`config.mk`:
```
export PLATFORM = sky130hd
export DESIGN_NAME = inv_debounce_bank
export DESIGN_NICKNAME = d
export VERILOG_FILES = /design/src/rtl/inv_debounce_bank.sv
export SDC_FILE = /design/constraint.sdc
export NUM_CORES = 1
export LEC_CHECK = 0
export CORE_MARGIN = 3
export CORE_UTILIZATION = 30
export DETAILED_ROUTE_END_ITERATION = 6
export GPL_TIMING_DRIVEN = 0
export HOLD_SLACK_MARGIN = 0.02
export PLACE_DENSITY = 0.6
export SYNTH_ARGS = -nofsm -noshare
export SYNTH_HDL_FRONTEND = slang
export SYNTH_SLANG_ARGS = --single-unit
```
`constraint.sdc`:
```
create_clock -name clk -period 2.7 [get_ports clk]
set_input_delay 0.405 -clock clk [delete_from_list [all_inputs] [get_ports clk]]
set_output_delay 0.405 -clock clk [all_outputs]
set_load 0.03 [all_outputs]
```
`src/rtl/inv_debounce_bank.sv`:
```
// Bank of input conditioners: 2-flop synchroniser, glitch filter requiring STABLE
// consecutive cycles, per-channel output polarity and one-cycle rise/fall strobes.
module inv_debounce_bank #(
   parameter int CHANNELS = 4,
   parameter int STABLE   = 4
) (
   input  logic                clk,
   input  logic                rst,
   input  logic                en,
   input  logic [CHANNELS-1:0] invert_mask,
   input  logic [CHANNELS-1:0] din,
   output logic [CHANNELS-1:0] dout,
   output logic [CHANNELS-1:0] rise,
   output logic [CHANNELS-1:0] fall,
   output logic                busy
);

   localparam int               CNT_W   = (STABLE > 1) ? $clog2(STABLE) : 1;
   localparam logic [CNT_W-1:0] CNT_MAX = CNT_W'(STABLE - 1);

   logic [CHANNELS-1:0]            sync_p0;
   logic [CHANNELS-1:0]            sync_p1;
   logic [CHANNELS-1:0]            filt_p2;
   logic [CHANNELS-1:0]            rise_p2;
   logic [CHANNELS-1:0]            fall_p2;
   logic [CHANNELS-1:0][CNT_W-1:0] cnt_p2;

   function automatic logic out_level(input logic filt, input logic inv);
      return filt ^ inv;
   endfunction

   always_ff @(posedge clk) begin
      if (rst) begin
         sync_p0 <= '0;
         sync_p1 <= '0;
         filt_p2 <= '0;
         rise_p2 <= '0;
         fall_p2 <= '0;
         cnt_p2  <= '0;
      end else begin
         // stage p0/p1: metastability chain, free-running regardless of en
         sync_p0 <= din;
         sync_p1 <= sync_p0;
         // stage p2: per-channel stability counter and accepted level
         for (int i = 0; i < CHANNELS; i++) begin
            rise_p2[i] <= 1'b0;
            fall_p2[i] <= 1'b0;
            if (!en || (sync_p1[i] == filt_p2[i])) begin
               cnt_p2[i] <= '0;
            end else if (cnt_p2[i] == CNT_MAX) begin
               filt_p2[i] <= sync_p1[i];
               cnt_p2[i]  <= '0;
               rise_p2[i] <= out_level(sync_p1[i], invert_mask[i]);
               fall_p2[i] <= ~out_level(sync_p1[i], invert_mask[i]);
            end else begin
               cnt_p2[i] <= cnt_p2[i] + 1'b1;
            end
         end
      end
   end

   // Polarity is applied after the filter so mask changes never look like edges.
   assign dout = filt_p2 ^ invert_mask;
   assign rise = rise_p2;
   assign fall = fall_p2;
   assign busy = |cnt_p2;

endmodule

```
======== Word-level counts from Yosys, hierarchy flattened ========
Cells that the tools add are included.
storage, ports and cells
  logic and storage cells ................. 65
  register bits after elaboration ......... 28
  input port bits ......................... 11
operators by class
  equal/unequal tests ..................... 8
  $add $sub $neg .......................... 4
  reductions and logical operators ........ 18
  bitwise operators ....................... 17
operators with widths
  kind                                          count
  OR reduction 3 bit                            8
  inverter 1 bit                                12
  adder 2 x 1 -> 2 bit (second input constant)  4
  equality test 2 bit (second input constant)   4
  AND reduction 2 bit                           4
  OR reduction 8 bit                            1
  equality test 1 bit                           4
  logical OR 1 bit                              4
  bitwise XOR 1 bit                             4
  bitwise XOR 4 bit                             1
  logical NOT 1 bit                             1

======== Depth between registers and ports, before layout ========
  depth in word-level cells ............... 4
  gate-level depth with buffers ........... 3
  gate-level depth less buffers ........... 3

======== Worst setup path before layout ========
OpenSTA, ideal clock, no wires.
  path kind ............................... register -> output
  from .................................... reg filt_p2[0]
  to ...................................... out dout[0]
  data arrival time ....................... 905 ps
  slack ................................... 1390 ps
  cell stages (with the launch flop) ...... 2
  data required time ...................... 2295 ps
  buffers on the path ..................... 0
  cell sequence ........................... dfxtp_1 > xor2_1
between the ends
  cells in the longest elaborated chain, start to end .. 1
ends and longest elaborated chain
  what                             line  source
  start, declared                  23    logic [CHANNELS-1:0] filt_p2;
  start signal, assigned by index  51    filt_p2[i] <= sync_p1[i];
  bitwise XOR 4 bit                63    assign dout = filt_p2 ^ invert_mask;
  end, declared                    12    output logic [CHANNELS-1:0] dout,
No other way between the ends.

======== Worst setup path after layout ========
  from .................................... in invert_mask[2]
  to ...................................... out dout[2]
between the ends
  cells in the longest elaborated chain, start to end .. 1
ends and longest elaborated chain
  what               line  source
  start, declared    10    input logic [CHANNELS-1:0] invert_mask,
  bitwise XOR 4 bit  63
No other way between the ends.

==> results.md <==
* Total Negative Setup Slacks at 0 ns
* Largest net degree at the start of global routing at 16
* Critical path launch point type: input pin
* WHS at around 0.44 ns
* Clock skew at 0.001836 ns
* Reg area at 560.5 µm²
* TritonCTS Buffers at 3
* Synth Instances at approximately 110
* Final Routed Wirelength at between 2000 and 2500 µm
* CTS tree: yes
* First-pass GRT wire length at between 3000 and 4000 µm
* Syn_nets at around 130
* FFs w/ async S/R, synth at 0%
* Core ar. at 3799 µm²
* Final std cells w/o fill at about 190
* Most frequent cells in the layout: dfxtp_1, clkdlybuf4s50_1, nand3b_1
* CP Buf/Inv Count at 2
* DIE AREA at 4881 µm²
* Antenna violations before repair at 0
* Req. time, crit path at roughly 2.3 ns
* Maxcap violations at 0
* Gp weighted congestion at roughly 0.68
* # setup viols final at 0
* Post_cts resized at 0
* Filler cells at around 390
* Area delta synth->final at 28.22%
* Seq cells post-synth at 28
* 1st-iter DRT viols at 21
* Vias in the first global route at approximately 800
* TritonRoute pass-1 iters at 2
* CTS clock-pin slew for the worst setup and hold paths at 0.09 ns
* Min-Delay Path Class: reg2reg
* Post-Place Cells at ~180
* # hold bufs at CTS at 0
* Worst Tran Pin Value at 0.4283 ns
* WS Path Type: in2out
* Worst-path maximum fanout at 5
* Setup bufs post-CTS at 0
* Top FF cell, synth: dfxtp_1
* Post-Synthesis Cell Area at ~1200 µm²
* Root Driver: clkbuf_8
* Period utilization at between 80 and 90%
* Gr usage total at under 10%
* Minimum clock period at roughly 2.2 ns
* Slew Limit Fails at 0
* Die height at approximately 70 µm
* Final core utilization at between 40% and 50%
* Starting Density at between 30% and 40%
* DP Area at 1514 µm²
* CP max stage delay at between 0.6 and 0.7 ns
* Top Ports at 24
* Power Total at ~0.74 mW
* Status: complete, no violations
* Total grt overflow at 0
* Setup WS post-layout at between 0.4 and 0.5 ns
* CP most frequent cell: clkdlybuf4s50_1
* Area of the multi-input gates at 613.1 µm²
* Static Leak at roughly 0.53 nW
* Most common cell after layout, fill and taps aside: dfxtp_1
* Peak supply drop at roughly 0.23 mV
* Via Count at 890
* Fmax at between 400 and 500 MHz
* Post-synthesis sequential area ratio at a little under half
* Crit path cell chain: clkdlybuf4s50_1 -> xor2_1 -> clkdlybuf4s50_1
* Worst-Skew Late Latency at roughly 0.27 ns
* Final ANT Viol Nets at 0
* EDFF count, synth at 0
* Clock sink count at 28
* Drc violations at 0
* DR vias/cell at approximately 4.7
* Fin area at between 1500 and 2000 µm²
* Fin nets at 160
* Std cell rows at 22
* Largest delay contributor family on the critical path: buffers and inverters
* Final hold vios at 0
* Synth cell types at 19
* Slew headroom at a little under three quarters
* Pwr Density at between 400 and 500 nW/µm²
* I/O Buffers at 23
* Die W at 69.87 µm
* Share of layout cells above drive strength 1 at approximately 13%
* RSZ-0062 raised after global routing: no
* Antenna fix cells at 0
* Clock Path Buffers at 2
* Hpwl dp at approximately 1600 µm
* Avg Synthesized Cell Area at about 11 µm²
* CP max-delay cell: clkdlybuf4s50_1
* CP Data Arrival Time at about 1.8 ns
* Synth warn at 0
* Critical path capture point type: primary output
* Wire per inst at approximately 11 µm
* Place WS at 0.4813 ns
* # H-tree levels at 1
[state kept, by name, indices dropped and copies added (netlist names)]
register,count
cnt_p2,8
fall,4
filt_p2,4
rise,4
sync_p0,4
sync_p1,4
[per-layer routing]
layer	part of all wire, %	GRT usage, %	wire (µm)
met5	0	0	0
met4	1.2	4.468	25
met3	3.4	2.302	71
met2	54	15.32	1107
met1	41	9.692	853
[synthesized netlist by cell type (all sizes together), types with 8 or more instances]
cell type,number,share of area (%)
dfxtp,28,46
ha,8,8.2
a21oi,12,6.1
nor2b,8,4.1
or3b,8,5.7
nand3b,12,7.4
inv,8,2.5
[final cells by class]
| type | instances | share of cell area (%) |
|---|---|---|
| well taps | 48 | 3.828 |
| multi-input cells | 74 | 39.08 |
| repair buffers | 23 | 14.67 |
| clock buffers | 4 | 3.509 |
| plain buffers | 3 | 1.276 |
| inverters | 8 | 1.914 |
| flip-flops and latches | 28 | 35.73 |
[kinds of logic after synthesis]
group | synth area share, %
compound gates | 9.407
buf+inv | 4.089
flops | 45.81
simple gates | 26.79
fa+ha+maj | 8.180
xor+xnor | 5.725
[report_power, final]
part           internal (mW)  total (mW)  switching (mW)
Combinational         0.0320      0.0614          0.0294
Sequential             0.419       0.424         0.00458
Clock                  0.130       0.254           0.124
[path summary, 6_finish.rpt]
check	startpoint	end	slack [ns]	cells past startpoint
min	sync_p0[3]	sync_p1[3]	0.44	1
max reg2reg	cnt_p2[2]	filt_p2[1]	1.68	3
min reg2reg	sync_p0[3]	sync_p1[3]	0.44	1
max	invert_mask[2]	dout[2]	0.48	3
No activity file was read; power rests on OpenSTA's default activity.
